===== src/rtl/alu_pkg.sv =====
// Shared constants for the ALU arbiter slice: widths, ALU control codes, requester IDs.
package alu_pkg;

    localparam int DATA_W_DEF = 32;
    localparam int CTRL_W_DEF = 4;
    localparam int CNT_W_DEF  = 16;

    localparam logic [3:0] ALU_AND = 4'b0000;
    localparam logic [3:0] ALU_OR  = 4'b0001;
    localparam logic [3:0] ALU_ADD = 4'b0010;
    localparam logic [3:0] ALU_SUB = 4'b0110;
    localparam logic [3:0] ALU_SLT = 4'b0111;
    localparam logic [3:0] ALU_NOR = 4'b1100;

    localparam logic REQ_EX = 1'b0;
    localparam logic REQ_BR = 1'b1;

    // Round-robin pointer names the requester that wins a tie.
    typedef enum logic {
        PTR_EX = 1'b0,
        PTR_BR = 1'b1
    } rr_ptr_e;

endpackage


===== src/rtl/alu.sv =====
// Combinational ALU: AND/OR/ADD/SUB/unsigned SLT/NOR; unknown codes yield zero.
module alu
    import alu_pkg::*;
#(
    parameter int DATA_W = DATA_W_DEF,
    parameter int CTRL_W = CTRL_W_DEF
) (
    input  logic [DATA_W-1:0] a_i,
    input  logic [DATA_W-1:0] b_i,
    input  logic [CTRL_W-1:0] ctrl_i,
    output logic [DATA_W-1:0] result_o,
    output logic              zero_o
);

    // Operation select
    always_comb begin
        result_o = '0;
        case (ctrl_i)
            ALU_AND: result_o = a_i & b_i;
            ALU_OR:  result_o = a_i | b_i;
            ALU_ADD: result_o = a_i + b_i;
            ALU_SUB: result_o = a_i - b_i;
            ALU_SLT: result_o = {{(DATA_W-1){1'b0}}, (a_i < b_i)};
            ALU_NOR: result_o = ~(a_i | b_i);
            default: result_o = '0;
        endcase
    end

    assign zero_o = (result_o == '0);

endmodule


===== src/rtl/rr_arb2.sv =====
// Two-way round-robin arbiter: combinational grant, registered tie-break pointer.
module rr_arb2
    import alu_pkg::*;
(
    input  logic       clk,
    input  logic       rst_n,
    input  logic       en_i,
    input  logic [1:0] req_i,
    output logic [1:0] gnt_o
);

    rr_ptr_e ptr_q;
    rr_ptr_e ptr_d;

    // Grant selection and pointer advance to the loser of this grant
    always_comb begin
        gnt_o = 2'b00;
        ptr_d = ptr_q;
        if (en_i) begin
            case (req_i)
                2'b01:   gnt_o = 2'b01;
                2'b10:   gnt_o = 2'b10;
                2'b11:   gnt_o = (ptr_q == PTR_EX) ? 2'b01 : 2'b10;
                default: gnt_o = 2'b00;
            endcase
        end else begin
            gnt_o = 2'b00;
        end
        if (gnt_o[0]) begin
            ptr_d = PTR_BR;
        end else if (gnt_o[1]) begin
            ptr_d = PTR_EX;
        end else begin
            ptr_d = ptr_q;
        end
    end

    // Pointer register
    always_ff @(posedge clk or negedge rst_n) begin
        if (!rst_n) begin
            ptr_q <= PTR_EX;
        end else begin
            ptr_q <= ptr_d;
        end
    end

endmodule


===== src/rtl/alu_arbiter.sv =====
// Shares one ALU between two valid/ready requesters with a single tagged response slot.
// Optional statistics counters are enabled with the ALU_ARB_STATS_EN macro.
module alu_arbiter
    import alu_pkg::*;
#(
    parameter int DATA_W = DATA_W_DEF,
    parameter int CTRL_W = CTRL_W_DEF,
    parameter int CNT_W  = CNT_W_DEF
) (
    input  logic              clk,
    input  logic              rst_n,
    input  logic              req0_valid,
    output logic              req0_ready,
    input  logic [DATA_W-1:0] req0_a,
    input  logic [DATA_W-1:0] req0_b,
    input  logic [CTRL_W-1:0] req0_ctrl,
    input  logic              req1_valid,
    output logic              req1_ready,
    input  logic [DATA_W-1:0] req1_a,
    input  logic [DATA_W-1:0] req1_b,
    input  logic [CTRL_W-1:0] req1_ctrl,
    output logic              rsp_valid,
    input  logic              rsp_ready,
    output logic              rsp_id,
    output logic [DATA_W-1:0] rsp_result,
    output logic              rsp_zero
`ifdef ALU_ARB_STATS_EN
   ,output logic [CNT_W-1:0]  stat_grant0,
    output logic [CNT_W-1:0]  stat_grant1,
    output logic [CNT_W-1:0]  stat_conflict
`endif
);

    logic              slot_free_s;
    logic              arb_en_s;
    logic [1:0]        gnt_s;
    logic [DATA_W-1:0] alu_a_s;
    logic [DATA_W-1:0] alu_b_s;
    logic [CTRL_W-1:0] alu_ctrl_s;
    logic [DATA_W-1:0] alu_result_s;
    logic              alu_zero_s;

    logic              rsp_valid_q, rsp_valid_d;
    logic              rsp_id_q, rsp_id_d;
    logic [DATA_W-1:0] rsp_result_q, rsp_result_d;
    logic              rsp_zero_q, rsp_zero_d;

    // Readys must stay low while reset is held, even though the slot looks free.
    assign slot_free_s = !rsp_valid_q || rsp_ready;
    assign arb_en_s    = slot_free_s && rst_n;

    rr_arb2 u_arb (
        .clk   (clk),
        .rst_n (rst_n),
        .en_i  (arb_en_s),
        .req_i ({req1_valid, req0_valid}),
        .gnt_o (gnt_s)
    );

    assign req0_ready = gnt_s[0];
    assign req1_ready = gnt_s[1];

    // Route the granted requester's operands to the ALU
    always_comb begin
        alu_a_s    = req0_a;
        alu_b_s    = req0_b;
        alu_ctrl_s = req0_ctrl;
        if (gnt_s[1]) begin
            alu_a_s    = req1_a;
            alu_b_s    = req1_b;
            alu_ctrl_s = req1_ctrl;
        end else begin
            alu_a_s    = req0_a;
            alu_b_s    = req0_b;
            alu_ctrl_s = req0_ctrl;
        end
    end

    alu #(
        .DATA_W (DATA_W),
        .CTRL_W (CTRL_W)
    ) u_alu (
        .a_i      (alu_a_s),
        .b_i      (alu_b_s),
        .ctrl_i   (alu_ctrl_s),
        .result_o (alu_result_s),
        .zero_o   (alu_zero_s)
    );

    // Response slot next state: load on accept, clear on drain, else hold
    always_comb begin
        rsp_valid_d  = rsp_valid_q;
        rsp_id_d     = rsp_id_q;
        rsp_result_d = rsp_result_q;
        rsp_zero_d   = rsp_zero_q;
        if (gnt_s != 2'b00) begin
            rsp_valid_d  = 1'b1;
            rsp_id_d     = gnt_s[1] ? REQ_BR : REQ_EX;
            rsp_result_d = alu_result_s;
            rsp_zero_d   = alu_zero_s;
        end else if (rsp_valid_q && rsp_ready) begin
            rsp_valid_d  = 1'b0;
        end else begin
            rsp_valid_d  = rsp_valid_q;
        end
    end

    // Response slot registers
    always_ff @(posedge clk or negedge rst_n) begin
        if (!rst_n) begin
            rsp_valid_q  <= 1'b0;
            rsp_id_q     <= 1'b0;
            rsp_result_q <= '0;
            rsp_zero_q   <= 1'b0;
        end else begin
            rsp_valid_q  <= rsp_valid_d;
            rsp_id_q     <= rsp_id_d;
            rsp_result_q <= rsp_result_d;
            rsp_zero_q   <= rsp_zero_d;
        end
    end

    assign rsp_valid  = rsp_valid_q;
    assign rsp_id     = rsp_id_q;
    assign rsp_result = rsp_result_q;
    assign rsp_zero   = rsp_zero_q;

`ifdef ALU_ARB_STATS_EN
    logic [CNT_W-1:0] grant0_q, grant1_q, conflict_q;

    function automatic logic [CNT_W-1:0] sat_inc(input logic [CNT_W-1:0] v);
        return (&v) ? v : v + {{(CNT_W-1){1'b0}}, 1'b1};
    endfunction

    // Saturating event counters
    always_ff @(posedge clk or negedge rst_n) begin
        if (!rst_n) begin
            grant0_q   <= '0;
            grant1_q   <= '0;
            conflict_q <= '0;
        end else begin
            if (gnt_s[0]) begin
                grant0_q <= sat_inc(grant0_q);
            end
            if (gnt_s[1]) begin
                grant1_q <= sat_inc(grant1_q);
            end
            if (req0_valid && req1_valid && slot_free_s) begin
                conflict_q <= sat_inc(conflict_q);
            end
        end
    end

    assign stat_grant0   = grant0_q;
    assign stat_grant1   = grant1_q;
    assign stat_conflict = conflict_q;
`else
    logic [CNT_W-1:0] stats_unused_s;
    assign stats_unused_s = '0;
`endif

endmodule

===== config.mk =====
export PLATFORM = sky130hd
export DESIGN_NAME = alu_arbiter
export DESIGN_NICKNAME = d
export VERILOG_FILES = /design/src/rtl/alu_pkg.sv /design/src/rtl/alu.sv /design/src/rtl/rr_arb2.sv /design/src/rtl/alu_arbiter.sv
export SDC_FILE = /design/constraint.sdc
export NUM_CORES = 1
export LEC_CHECK = 0
export CAP_MARGIN = 20
export CORE_UTILIZATION = 35
export CTS_BUF_LIST = sky130_fd_sc_hd__clkbuf_16
export CTS_CLUSTER_SIZE = 30
export DETAILED_ROUTE_END_ITERATION = 16
export GPL_TIMING_DRIVEN = 0
export HOLD_SLACK_MARGIN = 0.1
export SETUP_SLACK_MARGIN = 0.02
export SYNTH_ARGS = -nofsm -noshare
export SYNTH_HDL_FRONTEND = slang
export SYNTH_SLANG_ARGS = --single-unit

===== constraint.sdc =====
create_clock -name clk -period 5.7 [get_ports clk]
set_input_delay 1.14 -clock clk [delete_from_list [all_inputs] [get_ports clk]]
set_output_delay 1.14 -clock clk [all_outputs]
set_load 0.02 [all_outputs]

After elaboration in Yosys (flattened, before gate mapping) --
Cells that the tools add are included.
Storage, ports and cells: memories 0, latch bits 0, logic and storage cells 39, input bits 141, output and inout bits 37, register bits after elaboration 36, bits in writable memories 0, ROM bits 0
Operators by class: add/sub/neg operators 2, mux-type cells 12, bitwise logic cells 3, $mul 0, equality and inequality tests 8, reduce and logical (&&, ||, !) cells 8, div/mod/pow operators 0, shift operators 0, order comparisons 1
Operators with widths (count):
- 32-bit one-hot mux with 6 select lines | 1
- 32-bit 2-to-1 mux | 2
- 32-bit adder | 1
- 32-bit AND | 1
- 32-bit logical NOT | 1
- 32-bit < comparator | 1
- 32-bit NOT | 1
- 32-bit OR | 1
- 32-bit subtractor | 1
- 4-bit by 3-bit == test with 1-bit output (second input constant) | 2
- 2-bit one-hot mux with 3 select lines | 1
- 1-bit 2-to-1 mux | 5
- 2-bit == test (second input constant) | 2
- 4-bit by 1-bit == test with 1-bit output (second input constant) | 1
- 4-bit by 2-bit == test with 1-bit output (second input constant) | 1
- 4-bit == test (second input constant) | 1
- 4-bit logical NOT | 1
- 2-bit 2-to-1 mux | 2
- 4-bit 2-to-1 mux | 1
- 2-bit nonzero test | 2
- 2-bit by 1-bit == test with 1-bit output (second input constant) | 1
- 1-bit logical AND | 2
- 1-bit logical NOT | 1
- 1-bit logical OR | 1

Longest topological paths before layout --
Gate-level depths: netlist of the first run.
depth after elaboration 9, gate-level depth with buffers 23, mapped depth without buffers 19

Modules after synthesis --
A second synthesis of the first run with hierarchy kept.
Second synthesis, totals: cell total of the unflattened synthesis 1102, area total of the unflattened synthesis 8750.9 µm²
By module, submodules not included:
- alu | area each 6339.8 µm², instances 1, cells an instance 940, sequential area each 0.0 µm²
- alu_arbiter | area each 2342.2 µm², instances 1, cells an instance 153, sequential area each 875.8 µm²
- rr_arb2 | area each 68.8 µm², instances 1, cells an instance 9, sequential area each 25.0 µm²

Least setup slack after synthesis of the first run --
Ideal clock, no wire load.
path type input port to flip-flop, from input rsp_ready, to register rsp_zero_q (netlist: rsp_zero), arrival 5.983 ns, stages 22, path slack -0.375 ns, library setup time 0.092 ns, cells stage by stage nand2b_1 -> buf_2 -> nand4_2 -> buf_6 -> buf_4 -> buf_1 -> clkbuf_1 -> mux2i_1 -> inv_1 -> ha_1 -> fa_1 -> a211oi_1 -> or3b_4 -> a211oi_2 -> o21ai_0 -> nand2_1 -> o41ai_1 -> o21ai_0 -> mux2i_1 -> nor3_1 -> nand3_1 -> o31ai_2
Between the ends: longest elaborated chain between the ends 8, elaborated cells between the ends (all ways) 21, those cells by class 2 x add/sub; 1 x order compare; 5 x eq/ne; 5 x mux; 3 x bitwise; 5 x reduce/logical
Ends and longest elaborated chain:
- start, declared | RTL line alu_arbiter.sv:23 | input logic rsp_ready,
- 1-bit logical OR (*) | RTL line alu_arbiter.sv:49 | assign slot_free_s = !rsp_valid_q || rsp_ready;
- 1-bit logical AND (*) | RTL line alu_arbiter.sv:50 | assign arb_en_s = slot_free_s && rst_n;
- 2-bit 2-to-1 mux (*) | RTL line rr_arb2.sv:19 | if (en_i) begin
- parallel branches: the longest is 5 deep, another holds 32-bit subtractor
- end signal, assigned | RTL line alu_arbiter.sv:119 | rsp_zero_q <= rsp_zero_d;
- end, declared | RTL line alu_arbiter.sv:46 | logic rsp_zero_q, rsp_zero_d;
Mark *: on every way between the ends. A chain may end at the register's enable or synchronous reset.

Worst setup path in the final report of the first run --
from input req1_valid, to register rsp_zero_q (netlist: rsp_zero)
Between the ends: longest elaborated chain between the ends 8, elaborated cells between the ends (all ways) 23, those cells by class 2 x add/sub; 1 x order compare; 8 x eq/ne; 6 x mux; 3 x bitwise; 3 x reduce/logical
Ends and longest elaborated chain:
- start, declared | RTL line alu_arbiter.sv:17 | input logic req1_valid,
- 2-bit == test / 2-bit by 1-bit == test with 1-bit output (equally long branches) | RTL line rr_arb2.sv:20 | case (req_i)
- 2-bit one-hot mux with 3 select lines (*) | RTL line rr_arb2.sv:20
- 2-bit 2-to-1 mux (*) | RTL line rr_arb2.sv:19
- parallel branches: the longest is 5 deep, another holds 32-bit subtractor
Marks and branches as above.

==> results_dict.tcl, run 1 <==
set metrics [dict create \
    outcome "completed" \
    initial_core_util_pct 36.2 \
    yosysWarnings 0 \
    pwr-share-seq_pct 15.5 \
    total_power_uw 2270 \
    fmax_mhz 177 \
    arrival_ns 5.83 \
    cts_htree_levels 2 \
    drt_iter0_markers 862 \
    wl_um 33500 \
    dp_hpwl_um 26000 \
    syn_inst 1069 \
    synthTopCellsByArea "ha_1, dfrtp_1, nand2_1" \
    synth-seq-cells 36 \
    cp.required_ns 5.89 \
    grt_overflow 0 \
    post-route-util_pct 51.8 \
    crit_slowest_cell "or4_4" \
    grt_pass1_vias 8487 \
    route.detailed.drc 0 \
    cpPeakStageDelay_ns 0.53 \
    dp_slack_ns -2.28 \
    cp_max_fo 7 \
    gp_congestion 0.962 \
    fin_tns_setup_ns 0 \
    power_switching_uw 1080 \
    worst_slack_ns 0.0572 \
    rsz0062_at_grt "no" \
    finClkSkew_ns 0.00223 \
    cp-end-kind "flop" \
    r2r_end "rsp_zero$_DFFE_PN0P_" \
    drt-pass1-iter-count 5 \
    grt_pass1_wl_um 49400 \
    fin_crit_sh_pct 99.0 \
    fin_cells 1558 \
    power.combinational.fraction_pct 73.4 \
    hp-class "flop to flop" \
    path_class "primary input to flop" \
    antenna_found_initial 2 \
    die_h_um 150 \
    hp-start "rsp_id$_DFFE_PN0P_" \
    whs_path_depth 2 \
    avgSynthCellArea_um2 7.21 \
    power.density_mw_per_mm2 206 \
    cts-root-buf "clkbuf_16" \
    ys.flop_type "dfrtp_1" \
    fin_nets 1521 \
    crit_path_cell_trace "clkdlybuf4s15_1 -> nand4_4 -> buf_12 -> buf_12 -> clkbuf_16 -> mux2i_4 -> inv_2 -> ha_4 -> buf_6 -> or4_4 -> or3_4 -> o211ai_4 -> nor2_4 -> a221oi_2 -> o21ai_2 -> nor3_2 -> nand4_1 -> nor4_4 -> nand4_1 -> o31ai_2" \
    cts_buffers 5 \
    setup_viol 0 \
    via_count 9049 \
    relSlewSlack_pct 28.9 \
    whs_endpoint "rsp_id$_DFFE_PN0P_" \
    rr_startpoint "u_arb.ptr_q$_DFFE_PN0P_" \
    layout-drive-gt1-share_pct 16.6 \
    holdBufCountCts 0 \
    ys_types 91 \
    viasPerCell 5.81 \
    layout_common_cells "nand2_1, clkdlybuf4s50_1, inv_1, ha_1, nor2_1" \
    tritoncts "built" \
    grt_usage_pct 29.0 \
    port_buffers 176 \
    wire_per_inst_um 21.5 \
    yosysSeqAreaShare_pct 11.7 \
    core_mm2 0.0213 \
    fp-row-count 53 \
    synth_top_area_share_pct 15.9 \
    r2r_slack_ns 0.86 \
    cts_sinks 36 \
    startpoint_type "primary input" \
    leakage_uw 0.00488 \
    switching_share_pct 47.8 \
    period_needed_ns 5.64 \
    fp.dieW_um 150 \
    cap_viol_max_count 0 \
    r2r_cells 20 \
    die_area_mm2 0.0226 \
    clock_path_buffers 2 \
    synthesis.area_mm2 0.00771 \
    drv_slew 0 \
    p_int_uw 1180 \
    grt_max_degree 39 \
    cts.clk_slew.worst_paths_ns 0.05 \
    synth_nets 1310 \
    synth_largest_area_cell "ha_1" \
    synthArstFlopShare_pct 100 \
    ir_worst_vdd_v 0.000107 \
    ant_nets 0 \
    dp_cells 1521 \
    p_clk_share_pct 11.1 \
    final_common_cell "nand2_1" \
    worstMarginPinSlew_ns 1.04 \
    hold_violations 0 \
    io_pins 178 \
    area_delta_synth_final_pct 43.1 \
    insertion_delay_ns 0.28 \
    synth-edff-count 0 \
]
-- state kept, by name, indices dropped and copies added, names as in the netlist --
name	cells
rsp_zero	1
rsp_result	32
u_arb.ptr_q	1
rsp_id	1
rsp_valid	1
-- power groups by stage --
stage / Clock, uW / Combinational [uW] / Sequential, uW
2_1_floorplan: 0 / 807 / 428
3_3_place_gp: 0 / 1410 / 354
3_5_place_dp: 0 / 1420 / 356
4_1_cts: 255 / 1560 / 353
5_1_grt: 267 / 1790 / 360
6_report: 252 / 1660 / 352
-- how the worst max path moves through the flow --
stage	startpoint	to	slack (ns)	cells past startpoint
CTS	rsp_ready	rsp_zero$_DFFE_PN0P_	0.02	21
global route	rst_n	rsp_zero$_DFFE_PN0P_	0.001	21
global placement	rst_n	rsp_zero$_DFFE_PN0P_	-3.76	21
floorplan	rsp_ready	rsp_zero$_DFFE_PN0P_	0.06	22
finish	req1_valid	rsp_zero$_DFFE_PN0P_	0.06	20
detailed placement	req0_valid	rsp_zero$_DFFE_PN0P_	-2.28	21
-- routing by layer --
| metal | vias to the layer above | wire length, um | global-route usage (%) |
|---|---|---|---|
| li1 | 4298 | - | - |
| met1 | 4237 | 14300 | 39.1 |
| met2 | 449 | 15400 | 47.4 |
| met3 | 65 | 2880 | 3.70 |
| met4 | 0 | 967 | 9.75 |
| met5 | - | 0 | 0 |
-- worst max-delay path: cells and delay by family --
family,cells,cell delay [ns]
mux,1,0.19
buf+inv,6,1.19
compound gates,4,0.96
fa+ha+maj,1,0.21
simple gates,8,2.12
-- stage by stage --
| stage | hold WS, ns | cell area (um2) |
|---|---|---|
| detailed placement | 0.467 | 9850 |
| CTS | 0.479 | 10600 |
| finish | 0.472 | 11000 |
| floorplan | 0.461 | 7720 |
| global placement | 0.461 | 9830 |
| global route | 0.498 | 11000 |
-- repair_timing --
action | in CTS | in global routing
setup buffers | 22 | 11
gates resized for setup | 120 | 65
hold endpoints to repair | 0 | 0
endpoints found under the setup margin | 28 | 7
pin swaps | 29 | 36
gates cloned | 1 | 1
-- Yosys cell counts (13+ instances only) --
library cell,count
nand2_1,185
inv_1,101
ha_1,98
nor2_1,74
a21oi_1,59
o21ai_0,50
mux2i_1,48
dfrtp_1,36
clkbuf_1,32
a221oi_1,23
mux2_2,22
nor3_1,21
nand2b_1,15
nand4_1,13
-- logic make-up (layout without fill, tap and decap cells) --
family	Yosys count	count (layout)	share of synthesized area, %
flip-flops	36	36	11.7
AND/OR/NAND/NOR	383	383	22.8
AO/OA/AOI/OAI	302	302	28.8
multiplexers	73	73	10.2
adder cells (fa/ha/maj)	100	100	16.4
XOR/XNOR	15	15	1.70
buffers and inverters	160	371	8.37
other	0	3	0
-- layout make-up --
cell class / instances / area [um2]
antenna: 3 / 7.51
buffer: 50 / 362
clock buffer: 5 / 125
clock inverter: 2 / 7.51
fill: 2085 / 10300
inverter: 102 / 388
multi-input combinational: 873 / 6830
sequential: 36 / 901
tap: 275 / 344
timing repair buffer: 212 / 2070
No activity file was read; power rests on OpenSTA's default activity.
==> run 2: changes to the inputs <==
Settings changed: CORE_MARGIN set to 2.
==> run 2 against run 1 <==
  * First-iteration DRC count grew 1.0%
  * Sequential share of layout area down 0.094 points
  * Sequential cell count is the same
  * Critical path type unchanged
  * Largest cell class unchanged
==> results_dict.tcl, run 2 (synthesis gave the netlist of run 1 again) <==
set metrics [dict create \
    outcome "completed" \
    fin_nets 1534 \
    p_clk_share_pct 11.1 \
    worstMarginPinSlew_ns 0.934 \
    drt_iter0_markers 871 \
    grt_pass1_vias 8820 \
    gp_congestion 0.993 \
    cap_viol_max_count 0 \
    port_buffers 176 \
    r2r_slack_ns 0.89 \
    fin_tns_setup_ns 0 \
    largest_reg_flops 32 \
    fp-row-count 54 \
    relSlewSlack_pct 36.0 \
    wl_um 33600 \
    finClkSkew_ns 0.00145 \
    rsz0062_at_grt "no" \
    period_needed_ns 5.57 \
    hp-class "flop to flop" \
    fp.dieW_um 152 \
    drt-pass1-iter-count 6 \
    cts_htree_levels 2 \
    wire_per_inst_um 21.3 \
    fin_crit_sh_pct 97.7 \
    initial_core_util_pct 35.4 \
    die_area_mm2 0.0232 \
    layout-drive-gt1-share_pct 17.0 \
    leakage_uw 0.00497 \
    cts-root-buf "clkbuf_16" \
    hp-start "rsp_result[31]$_DFFE_PN0P_" \
    power.combinational.fraction_pct 73.5 \
    die_h_um 152 \
    power.density_mw_per_mm2 204 \
    route.detailed.drc 0 \
    grt_pass1_wl_um 50900 \
    cts_sinks 36 \
    dp_hpwl_um 26100 \
    grt_overflow 0 \
    hold_violations 0 \
    grt_usage_pct 27.6 \
    via_count 9154 \
    holdBufCountCts 0 \
    placed_area_mm2 0.00985 \
    io_pins 178 \
    cp.required_ns 5.89 \
    stdcell_area_mm2 0.0112 \
    antenna_found_initial 0 \
    layout_common_cells "nand2_1, clkdlybuf4s50_1, inv_1, ha_1, nor2_1" \
    fmax_mhz 180 \
    area_delta_synth_final_pct 44.7 \
    startpoint_type "primary input" \
    fillCellCount 2157 \
    path_class "primary input to flop" \
    clock_path_buffers 2 \
    r2r_cells 20 \
    cts.clk_slew.worst_paths_ns 0.05 \
    viasPerCell 5.82 \
    final_common_cell "nand2_1" \
    ant_nets 0 \
    grt_max_degree 39 \
    whs_path_depth 2 \
    switching_share_pct 47.3 \
    cp_max_fo 6 \
    antenna_cells 0 \
    tritoncts "built" \
    drv_slew 0 \
    p_int_uw 1200 \
    insertion_delay_ns 0.28 \
    ir_worst_vdd_v 0.000116 \
    r2r_end "rsp_zero$_DFFE_PN0P_" \
    cp-end-kind "flop" \
    rr_startpoint "rsp_valid$_DFFE_PN0P_" \
    cts_buffers 5 \
    core_mm2 0.0218 \
    power_switching_uw 1080 \
    arrival_ns 5.76 \
    whs_endpoint "rsp_result[31]$_DFFE_PN0P_" \
    pwr-share-seq_pct 15.5 \
    setup_viol 0 \
]
## run 2: worst max-delay path, cell delays in order
cell and delay (ns):
dlygate4sd2_1 0.23, nand2b_4 0.13, buf_6 0.12, nand4_4 0.12, buf_12 0.13, buf_12 0.13, clkbuf_16 0.18, mux2i_4 0.26
inv_2 0.08, ha_4 0.29, nor2b_2 0.06, or3_4 0.39, nor3_4 0.37, buf_6 0.16, o311ai_4 0.12, a221o_1 0.38
a2111oi_4 0.47, nand4_1 0.23, nor4_4 0.30, nand4_1 0.17, o31ai_2 0.24
## run 2: cell type report
| class | count | area, um2 | share of cell area (%) |
|---|---|---|---|
| sequential | 36 | 901 | 8.07 |
| timing repair buffer | 225 | 2190 | 19.6 |
| tap | 280 | 350 | 3.14 |
| clock buffer | 5 | 125 | 1.12 |
| inverter | 102 | 388 | 3.47 |
| clock inverter | 3 | 11.3 | 0.101 |
| multi-input combinational | 873 | 6810 | 61.0 |
| buffer | 50 | 393 | 3.52 |
## run 2: worst max path at each step
stage / endpoint / startpoint / cells after the start
after floorplan: rsp_zero$_DFFE_PN0P_ / rsp_ready / 22
after global placement: rsp_zero$_DFFE_PN0P_ / rst_n / 21
after detailed placement: rsp_zero$_DFFE_PN0P_ / req1_valid / 21
after CTS: rsp_zero$_DFFE_PN0P_ / req1_valid / 21
after global routing: rsp_zero$_DFFE_PN0P_ / rsp_ready / 21
final: rsp_zero$_DFFE_PN0P_ / rsp_ready / 21
## run 2: stage by stage
stage | setup slack, ns | hold slack [ns] | std cells | util (%) | power, uW
floorplan | 0.0554 | 0.461 | 1069 | - | 1240
global placement | -4.17 | 0.462 | 1525 | 45.2 | 1760
detailed placement | -2.72 | 0.469 | 1526 | 45.3 | 1770
CTS | 0.0423 | 0.480 | 1556 | 49.2 | 2170
global route | 0.00802 | 0.505 | 1574 | 51.3 | 2420
finish | 0.133 | 0.476 | 1574 | 51.3 | 2280
## run 2: power groups by stage
| stage | logic, uW | clock network (uW) | registers (uW) |
|---|---|---|---|
| final | 1670 | 252 | 353 |
| after global routing | 1790 | 263 | 361 |
| after detailed placement | 1420 | 0 | 357 |
| after global placement | 1410 | 0 | 354 |
| after floorplan | 807 | 0 | 428 |
| after CTS | 1560 | 254 | 353 |
## run 2: per-layer routing
layer	vias up	share of wire, %	track usage [%]
met2	483	46	46.1
met1	4292	42	37.1
met4	0	3.4	8.91
met3	64	8.4	3.36
li1	4315	-	-
met5	-	0	0
## run 2: timing repair
item	4_1_cts	5_1_grt
setup buffers	27	18
endpoints found under the setup margin	28	5
pin swaps	25	18
gates cloned	2	1
resized for setup	117	72
==> run 3: changes to the inputs <==
Settings changed: SETUP_SLACK_MARGIN 0.02 to not set.
==> run 3 against run 2 <==
  * Clock skew up 0.0016 ns
  * First-iteration DRC count up 4.4%
  * Combinational power about the same
  * Design area down 1.4%
  * Clock power about the same
  * Sequential share of layout area up 0.12 points
  * Total power down 1.4%
==> results_dict.tcl, run 3 (synthesis gave the netlist of run 1 again) <==
set metrics [dict create \
    outcome "completed" \
    largest_reg_flops 32 \
    antenna_found_initial 0 \
    route.detailed.drc 0 \
    cp_max_fo 6 \
    io_pins 178 \
    finClkSkew_ns 0.00305 \
    ir_worst_vdd_v 0.000114 \
    antenna_cells 0 \
    layout_common_cells "nand2_1, clkdlybuf4s50_1, inv_1, ha_1, nor2_1" \
    whs_path_depth 2 \
    path_delay_family "simple AND/OR/NAND/NOR gates" \
    via_count 9089 \
    cap_viol_max_count 0 \
    grt_max_degree 39 \
    tritoncts "built" \
    drt_iter0_markers 909 \
    port_buffers 176 \
    fin_tns_setup_ns 0 \
    placed_area_mm2 0.00985 \
    cts-root-buf "clkbuf_16" \
    power.density_mw_per_mm2 204 \
    hp-class "flop to flop" \
    path_class "primary input to flop" \
    register_area_um2 901 \
    crit_buf_inv 8 \
    cts.clk_slew.worst_paths_ns 0.05 \
    period_needed_ns 5.57 \
    crit_cells 22 \
    multi_input_area_mm2 0.00672 \
    cp.required_ns 5.89 \
    viasPerCell 5.80 \
    r2r_cells 21 \
    switching_share_pct 47.5 \
    fin_nets 1526 \
    holdWs_ns 0.475 \
    ant_nets 0 \
    stdcell_area_mm2 0.0110 \
    leakage_uw 0.00492 \
    hold_violations 0 \
    setup_viol 0 \
    fp-row-count 54 \
    cts_buffers 5 \
    fillCellCount 2172 \
    crit_path_cell_trace "dlygate4sd2_1 -> nand2b_4 -> buf_6 -> nand4_4 -> buf_12 -> buf_12 -> clkbuf_16 -> mux2i_4 -> inv_2 -> ha_4 -> buf_6 -> nor2b_1 -> or3_1 -> nor3_4 -> buf_6 -> o311ai_4 -> a221o_1 -> a2111oi_4 -> nand4_1 -> nor4_4 -> nand4_1 -> o31ai_2" \
    wl_um 33400 \
    power.combinational.fraction_pct 73.2 \
    grt_pass1_vias 8820 \
    crit_top_cell "buf_6" \
    cts_sinks 36 \
    fp.dieW_um 152 \
    grt_usage_pct 27.6 \
    final_common_cell "nand2_1" \
    cp-end-kind "flop" \
    fin_cells 1566 \
    area_delta_synth_final_pct 42.6 \
    die_h_um 152 \
    grt_overflow 0 \
    p_clk_share_pct 11.2 \
    insertion_delay_ns 0.28 \
    initial_core_util_pct 35.4 \
    power_switching_uw 1070 \
    crit_slowest_cell "a2111oi_4" \
    fin_crit_sh_pct 97.7 \
    dp_cells 1526 \
    drv_slew 0 \
    core_mm2 0.0218 \
    gp_congestion 0.993 \
    wire_per_inst_um 21.3 \
    fmax_mhz 180 \
    clock_path_buffers 2 \
    cts_htree_levels 2 \
    dp_hpwl_um 26100 \
    drt-pass1-iter-count 7 \
    die_area_mm2 0.0232 \
    relSlewSlack_pct 31.3 \
    worstMarginPinSlew_ns 1.00 \
    arrival_ns 5.76 \
    p_int_uw 1180 \
    layout-drive-gt1-share_pct 15.9 \
    total_power_uw 2250 \
    cpPeakStageDelay_ns 0.48 \
    grt_pass1_wl_um 50900 \
    startpoint_type "primary input" \
    pwr-share-seq_pct 15.7 \
]
run 3: changes by cell type in the layout (fill, tap and decap cells not counted), sizes merged:
cell	delta
clkbuf	+2
buf	-10
run 3: area by class of cell:
class	instances	area share (%)
repair buffers	216	19.2
plain buffers	51	3.51
multi-input cells	873	61.1
clock inverters	3	0.102
clock buffers	5	1.14
inverters	102	3.53
flip-flops and latches	36	8.19
well taps	280	3.18
run 3: routing by layer:
metal	GRT usage, %	share of wire (%)	vias up
li1	-	-	4300
met1	37.1	43	4253
met2	46.1	46	478
met3	3.36	8.1	58
met4	8.91	3.2	0
met5	0	0	-
run 3: worst paths after layout:
path / slack (ns) / end / from
max: 0.13 / rsp_zero$_DFFE_PN0P_ / rsp_ready
max in group asynchronous: 4.41 / rsp_result[23]$_DFFE_PN0P_ / rst_n
min reg2reg: 0.48 / rsp_result[0]$_DFFE_PN0P_ / rsp_result[0]$_DFFE_PN0P_
min in group asynchronous: 0.70 / rsp_result[6]$_DFFE_PN0P_ / rst_n
max reg2reg: 0.88 / rsp_zero$_DFFE_PN0P_ / rsp_valid$_DFFE_PN0P_
min: 0.48 / rsp_result[0]$_DFFE_PN0P_ / rsp_result[0]$_DFFE_PN0P_
run 3: power groups by stage:
stage	sequential, uW	combinational, uW	clock, uW
after floorplan	428	807	0
after global placement	354	1410	0
after global routing	361	1760	263
final	353	1640	251
after CTS	353	1560	254
after detailed placement	357	1420	0
run 3: what timing repair did:
item / 4_1_cts / 5_1_grt
buffers inserted: 27 / 9
gates cloned: 2 / 1
gates resized for setup: 117 / 50
endpoints found under the setup margin: 28 / 4
hold buffers: 0 / 0
pin swaps: 25 / 12
run 3: per-stage QoR:
step,util [%],setup WS (ns)
final,50.6,0.132
after global routing,50.6,-0.0141
after CTS,49.2,0.0423
after detailed placement,45.3,-2.72
after global placement,45.2,-4.17
after floorplan,-,0.0554
run 3: worst reg2reg max path, delay by kind of cell, from the launching register on:
kind                       cells  cell delay [ns]
DFF                            1             0.40
muxes                          1             0.22
AOI/OAI and AO/OA              4             1.17
and+or+nand+nor                8             1.75
adders and majority gates      1             0.26
buffers and inverters          7             0.94
